[src/rtl/led_sel_stepper_if.sv]
// Board-control and decoder-drive bundle for led_sel_stepper.
// The board side drives the raw controls; the stepper drives the 3-to-8 decoder inputs.
interface led_sel_stepper_if;
    logic       btn_step;
    logic       sw_en;
    logic       sw_run;
    logic       sw_dir;
    logic [2:0] enable;
    logic [2:0] switch;
    logic       step_pulse;

    modport master (
        output btn_step, sw_en, sw_run, sw_dir,
        input  enable, switch, step_pulse
    );

    modport slave (
        input  btn_step, sw_en, sw_run, sw_dir,
        output enable, switch, step_pulse
    );
endinterface

[src/rtl/led_sel_stepper.sv]
// LED index stepper feeding an active-low 3-to-8 decoder.
// Supports manual stepping on debounced presses, a timed running light, and idle.
module led_sel_stepper #(
    parameter int unsigned DEB_CYCLES = 1_000_000,
    parameter int unsigned CNT_MAX    = 10_000_000
) (
    input  logic              clk,
    input  logic              rst_n,
    led_sel_stepper_if.slave  bus
);

    localparam int unsigned DW = (DEB_CYCLES > 1) ? $clog2(DEB_CYCLES) : 1;
    localparam int unsigned TW = $clog2(CNT_MAX);
    localparam logic [DW-1:0] DEB_LAST  = DW'(DEB_CYCLES - 1);
    localparam logic [TW-1:0] TICK_LAST = TW'(CNT_MAX - 1);

    typedef enum logic [1:0] {
        ST_IDLE   = 2'b00,
        ST_MANUAL = 2'b01,
        ST_AUTO   = 2'b10
    } state_e;

    // Synchronizer bit order: {btn_step, sw_en, sw_run, sw_dir}
    logic [3:0]    sync1_q, sync1_d;
    logic [3:0]    sync2_q, sync2_d;
    logic [DW-1:0] deb_cnt_q, deb_cnt_d;
    logic          deb_lvl_q, deb_lvl_d;
    logic [TW-1:0] tick_q, tick_d;
    state_e        state_q, state_d;
    logic [2:0]    index_q, index_d;
    logic [2:0]    enable_q, enable_d;
    logic          step_pulse_q, step_pulse_d;

    logic btn_s, en_s, run_s, dir_s;
    logic press_s, step_s;

    // Next-state logic: debounce, mode selection, tick counter and index stepping
    always_comb begin
        sync1_d = {bus.btn_step, bus.sw_en, bus.sw_run, bus.sw_dir};
        sync2_d = sync1_q;
        btn_s   = sync2_q[3];
        en_s    = sync2_q[2];
        run_s   = sync2_q[1];
        dir_s   = sync2_q[0];

        deb_cnt_d = '0;
        deb_lvl_d = deb_lvl_q;
        press_s   = 1'b0;
        if (btn_s != deb_lvl_q) begin
            if (deb_cnt_q == DEB_LAST) begin
                deb_lvl_d = btn_s;
                press_s   = btn_s;
            end else begin
                deb_cnt_d = deb_cnt_q + 1'b1;
            end
        end else begin
            deb_cnt_d = '0;
        end

        if (!en_s) begin
            state_d = ST_IDLE;
        end else if (run_s) begin
            state_d = ST_AUTO;
        end else begin
            state_d = ST_MANUAL;
        end

        // A step only happens when the mode is stable, so events coinciding with a mode change are dropped
        tick_d = '0;
        step_s = 1'b0;
        case (state_q)
            ST_MANUAL: begin
                if ((state_d == ST_MANUAL) && press_s) begin
                    step_s = 1'b1;
                end else begin
                    step_s = 1'b0;
                end
            end
            ST_AUTO: begin
                if (state_d == ST_AUTO) begin
                    if (tick_q == TICK_LAST) begin
                        step_s = 1'b1;
                        tick_d = '0;
                    end else begin
                        tick_d = tick_q + 1'b1;
                    end
                end else begin
                    tick_d = '0;
                end
            end
            default: begin
                tick_d = '0;
                step_s = 1'b0;
            end
        endcase

        if (step_s) begin
            index_d = dir_s ? (index_q - 3'd1) : (index_q + 3'd1);
        end else begin
            index_d = index_q;
        end

        enable_d     = (state_d != ST_IDLE) ? 3'b100 : 3'b000;
        step_pulse_d = step_s;
    end

    // State and output registers
    always_ff @(posedge clk or negedge rst_n) begin
        if (!rst_n) begin
            sync1_q      <= 4'b0000;
            sync2_q      <= 4'b0000;
            deb_cnt_q    <= '0;
            deb_lvl_q    <= 1'b0;
            tick_q       <= '0;
            state_q      <= ST_IDLE;
            index_q      <= 3'd0;
            enable_q     <= 3'b000;
            step_pulse_q <= 1'b0;
        end else begin
            sync1_q      <= sync1_d;
            sync2_q      <= sync2_d;
            deb_cnt_q    <= deb_cnt_d;
            deb_lvl_q    <= deb_lvl_d;
            tick_q       <= tick_d;
            state_q      <= state_d;
            index_q      <= index_d;
            enable_q     <= enable_d;
            step_pulse_q <= step_pulse_d;
        end
    end

    assign bus.enable     = enable_q;
    assign bus.switch     = index_q;
    assign bus.step_pulse = step_pulse_q;

endmodule
[src/flat_wrapper.sv]
// flat-port wrapper written by rule: the top's interface ports become plain ports
module led_sel_stepper_flat 
#(
    parameter int unsigned DEB_CYCLES = 1_000_000,
    parameter int unsigned CNT_MAX    = 10_000_000
)
  (clk, rst_n, bus_btn_step, bus_sw_en, bus_sw_run, bus_sw_dir, bus_enable, bus_switch, bus_step_pulse);
  led_sel_stepper_if bus_i ();
  input  logic clk;
  input  logic rst_n;
  input wire logic [$bits(bus_i.btn_step)-1:0] bus_btn_step;
  input wire logic [$bits(bus_i.sw_en)-1:0] bus_sw_en;
  input wire logic [$bits(bus_i.sw_run)-1:0] bus_sw_run;
  input wire logic [$bits(bus_i.sw_dir)-1:0] bus_sw_dir;
  output wire logic [$bits(bus_i.enable)-1:0] bus_enable;
  output wire logic [$bits(bus_i.switch)-1:0] bus_switch;
  output wire logic [$bits(bus_i.step_pulse)-1:0] bus_step_pulse;
  assign bus_i.btn_step = bus_btn_step;
  assign bus_i.sw_en = bus_sw_en;
  assign bus_i.sw_run = bus_sw_run;
  assign bus_i.sw_dir = bus_sw_dir;
  assign bus_enable = bus_i.enable;
  assign bus_switch = bus_i.switch;
  assign bus_step_pulse = bus_i.step_pulse;
  led_sel_stepper #(.DEB_CYCLES(DEB_CYCLES), .CNT_MAX(CNT_MAX)) u_core (.clk(clk), .rst_n(rst_n), .bus(bus_i));
endmodule
[config.mk]
export PLATFORM = sky130hd
export DESIGN_NAME = led_sel_stepper_flat
export DESIGN_NICKNAME = d
export VERILOG_FILES = /design/src/rtl/led_sel_stepper_if.sv /design/src/rtl/led_sel_stepper.sv /design/src/flat_wrapper.sv
export SDC_FILE = /design/constraint.sdc
export NUM_CORES = 1
export LEC_CHECK = 0
export CAP_MARGIN = 20
export CORE_UTILIZATION = 40
export CTS_CLUSTER_SIZE = 8
export DETAILED_ROUTE_END_ITERATION = 8
export HOLD_SLACK_MARGIN = 0.12
export MAX_ROUTING_LAYER = met4
export SLEW_MARGIN = 20
export SYNTH_ARGS = -nofsm -noshare
export SYNTH_HDL_FRONTEND = slang
export SYNTH_SLANG_ARGS = --single-unit
[constraint.sdc]
create_clock -name clk -period 5.4 [get_ports clk]
set_clock_uncertainty 0.1 [all_clocks]
set_input_delay 0.54 -clock clk [delete_from_list [all_inputs] [get_ports clk]]
set_output_delay 0.54 -clock clk [all_outputs]
set_load 0.05 [all_outputs]
# Word-level counts from Yosys, hierarchy flattened
# Cells that the tools add are included.
[word_totals]
register_bits = 62
out_inout_bits = 7
[op_classes]
addsub = 4
eq_ne = 7
muxes = 15
n_reduce_logical = 3
[ops]
columns = ["op", "count"]
rows = [
  ["$mux W24", 3],
  ["$mux W20", 2],
  ["$add A24 B1 Y24 const B", 1],
  ["$eq A24 B24 Y1 const B", 1],
  ["$add A20 B1 Y20 const B", 1],
  ["$eq A20 B20 Y1 const B", 1],
  ["$mux W3", 2],
  ["$mux W1", 5],
  ["$eq A2 B1 Y1 const B", 2],
  ["$eq A2 B2 Y1 const B", 2],
  ["$mux W2", 2],
  ["$add A3 B1 Y3 const B", 1],
  ["$sub A3 B1 Y3 const B", 1],
  ["$pmux W1 S2", 1],
  ["$reduce_and A2 Y1", 1],
  ["$reduce_bool A2 Y1", 1],
  ["$logic_and A1 B1 Y1", 1],
  ["$ne A1 B1 Y1", 1],
]

# Logic depth before layout (Yosys ltp)
[logic_depth]
ltp_word = 6
depth_mapped = 7

# Least setup slack after synthesis
# OpenSTA, ideal clock, no wires.
[synth_timing]
path_type = "reg2reg"
start = "register u_core.tick_q[0]"
end = "register u_core.tick_q[10]"
setup_ps = 119
arrival_ps = 1684
path_slack_ps = 3498
path_stages_with_launch = 7
path_buffers = 1
period_less_slack_ps = 1902
path_cell_list = "dfrtp_1 -> ha_1 -> nand4_2 -> or4_4 -> o21bai_4 -> buf_6 -> nor2_1"
[synth_via]
elab_chain_len = 4
[synth_lines]
columns = ["item", "line", "text"]
rows = [
  ["start: declaration", "led_sel_stepper.sv:28", "logic [TW-1:0] tick_q, tick_d;"],
  ["start signal: assignment", "led_sel_stepper.sv:124", "tick_q <= tick_d;"],
  ["$add A24 B1 Y24 / $eq A24 B24 Y1 (equally long branches)", "led_sel_stepper.sv:85, led_sel_stepper.sv:81", ""],
  ["$mux W24 (*)", "led_sel_stepper.sv:81", "if (tick_q == TICK_LAST) begin"],
  ["$mux W24 (*)", "led_sel_stepper.sv:80", "if (state_d == ST_AUTO) begin"],
  ["$mux W24 (*)", "led_sel_stepper.sv:71", "case (state_q)"],
  ["via u_core.tick_d[10]", "led_sel_stepper.sv:28", ""],
]
# The timed path passes the listed nets; every way through them passes the cells marked *.
# A chain may end at the register's enable or synchronous reset.

# Final worst setup path
[layout_timing]
start = "register u_core.tick_q[0]"
end = "register u_core.tick_q[4]"
# The elaborated chain is that of the path after synthesis.

==> qor.yml <==
rrSetupSlack_ns: 3.13
tightest_slew_ns: 0.758
coreArea_um2: 6790
cts-root-buf: "clkbuf_8"
crit_path_top_delay_cell: "or4_4"
slew-limit-headroom_pct: 49.5
yosys_warnings: 0
num_rows: 30
max_freq_ghz: 0.441
drtAntennaViolNets: 0
ys_ff_latch: 60
antenna_cells: 0
drt-initial-drc-count: 71
initial_core_util_pct: 41.3
drive_gt1_share_pct: 12.4
power_density_nw_per_um2: 279
grt_max_degree: 61
status: "finished, final reports clean"
cp-start-kind: "flop"
numCtsBuffers: 9
synth_edf_count: 0
ys_top_cells_by_area: "dfrtp_1 (53%), xor2_1 (9.7%), nor2_1 (6.7%), xnor2_1 (3.7%), nand4_1 (3.1%)"
place_inst: 362
cts_max_level: 3
syn2layout_area_growth_pct: 13.6
die_y_um: 85.8
rsz0062_at_grt: "false"
maxCapViolations: 0
yosysTopAreaCellShare_pct: 53.5
critPathKind: "flop to flop"
worstPathRequired_ns: 5.51
r2r-start: "u_core.tick_q[0]"
worst-path-buf-inv: 0
layout.nets: 288
power.leakage_nw: 1.31
setup_viol: 0
synth_area_per_cell_um2: 10.8
instances_no_fill: 378
dp_hpwl_um: 3100
vdd_drop_max_mv: 0.171
critPathCaptureType: "flop"
grt_pass1_wl_um: 8180
worstPathCellList: "ha_1, nand4_2, or4_4, o21bai_4, nor2_1"
synth.distinct_cells: 39
yosysMostFrequentCell: "dfrtp_1"
clkTransAtPathRegs_ns: 0.08
wl_um: 4710
drc_errors: 0
path_max_fanout: 23
tritoncts: "built"
die_x_um: 85.8
grt.total_usage_pct: 14.9
crit_family: "simple AND/OR/NAND/NOR gates"
io_pins: 13
cts_resized: 0
yosysSeqAreaShare_pct: 53.5
min-delay-path-class: "input port to asynchronous set/reset pin"
grt_antenna_before_repair: 0
overflow: 0
die_area_um2: 7350
fill_cells: 642
routedWlPerCell_um: 12.5
synthArstFlopShare_pct: 100
synthCells: 260
synth_flop_cell: "dfrtp_1"
ff2ff_path_depth: 5
drt_pass1_iterations: 5
finalMaxSlewViolations: 0
synth_largest_area_cell: "dfrtp_1"
syn_area_um2: 2810
period_needed_ns: 2.27
via_per_inst: 4.83
io_buffers: 10
clk_latency_ns: 0.34
cts_hold_buf: 0
place_congestion: 0.789
vias: 1824
cts_max_path_buffers: 2
post-route-period-util_pct: 41.9
r2r-end: "u_core.tick_q[4]"
first_global_vias: 1755
critPathArrivalTime_ns: 2.38
setup-tns-final_ns: 0
ys_top_cells_by_count: "dfrtp_1 (60), nor2_1 (50), xor2_1 (31), nand2_1 (17), nand3_1 (16)"
cts_sinks: 60
post_cts_buffers: 0
max_stage_delay_ns: 0.58
hold_viol: 0
## cell usage in the layout, fill, tap and decap left out, types with 5 or more instances in the layout
cell type	n
nand4_1	14
and4_1	5
clkdlybuf4s50_1	9
inv_1	7
clkbuf_8	9
nand3_1	16
nor2_1	50
nand2_1	17
xor2_1	31
dfrtp_1	60
xnor2_1	12
## final cells by class
| class | count | area, um^2 | share of cell area [%] |
|---|---|---|---|
| sequential | 60 | 1500 | 47.1 |
| multi-input combinational | 187 | 1230 | 38.6 |
| clock buffer | 9 | 124 | 3.89 |
| tap | 96 | 120 | 3.77 |
| timing repair buffer | 12 | 110 | 3.45 |
| clock inverter | 7 | 75.1 | 2.35 |
| inverter | 7 | 26.3 | 0.824 |
## how the worst max path moves through the flow
stage	from	cells past startpoint	endpoint
finish	u_core.tick_q[0]	5	u_core.tick_q[4]
global route	u_core.tick_q[0]	5	u_core.tick_q[8]
CTS	u_core.tick_q[0]	5	u_core.tick_q[4]
detailed placement	u_core.tick_q[0]	5	u_core.tick_q[16]
global placement	u_core.tick_q[0]	5	u_core.tick_q[16]
floorplan	u_core.tick_q[0]	6	u_core.tick_q[10]
## report_power, final
group	switching [mW]	internal, mW	leakage, nW
logic	0.0206	0.00884	0.407
clock network	0.188	0.214	0.0918
registers	0.00418	0.455	0.813
total	0.213	0.678	1.31
## worst register-to-register path, stage by stage, from the launching register on
cell and delay, ns:
dfrtp_1 0.40, ha_1 0.25, nand4_2 0.15, or4_4 0.58
o21bai_4 0.52, nor2_1 0.13
## kinds of logic after synthesis
logic type | Yosys count | share of synthesized area (%)
buffers and inverters | 14 | 2.76
AND/OR/NAND/NOR | 130 | 24.9
multiplexers | 1 | 0.401
flip-flops | 60 | 53.5
XOR/XNOR | 43 | 13.4
AO/OA/AOI/OAI | 6 | 2.36
other | 1 | 0.134
adder cells (fa/ha/maj) | 5 | 2.50
## layer usage
layer,track usage [%],up-vias,share of wire (%)
met5,-,-,0
met4,5.00,0,1.1
met3,4.91,7,2.8
met2,23.2,19,47
met1,18.4,885,49
li1,-,913,-
## state kept, by name, summed over array words and instances (netlist names)
name,flops
u_core.bus.enable,1
u_core.bus.step_pulse,1
u_core.bus.switch,3
u_core.deb_cnt_q,20
u_core.deb_lvl_q,1
u_core.state_q,2
u_core.sync1_q,4
u_core.sync2_q,4
u_core.tick_q,24
## per-stage QoR
step | utilization [%] | setup slack, ns | instance area, um^2 | hold slack, ns | total power, mW
2_1_floorplan | - | 3.50 | 2810 | 0.144 | 0.484
3_3_place_gp | 44.0 | 3.20 | 2990 | 0.232 | 0.498
3_5_place_dp | 44.0 | 3.13 | 2990 | 0.243 | 0.499
4_1_cts | 46.9 | 3.11 | 3190 | 0.260 | 0.903
5_1_grt | 46.9 | 2.99 | 3190 | 0.263 | 0.929
6_report | 46.9 | 3.13 | 3190 | 0.242 | 0.891
No activity file was read; power rests on OpenSTA's default activity.
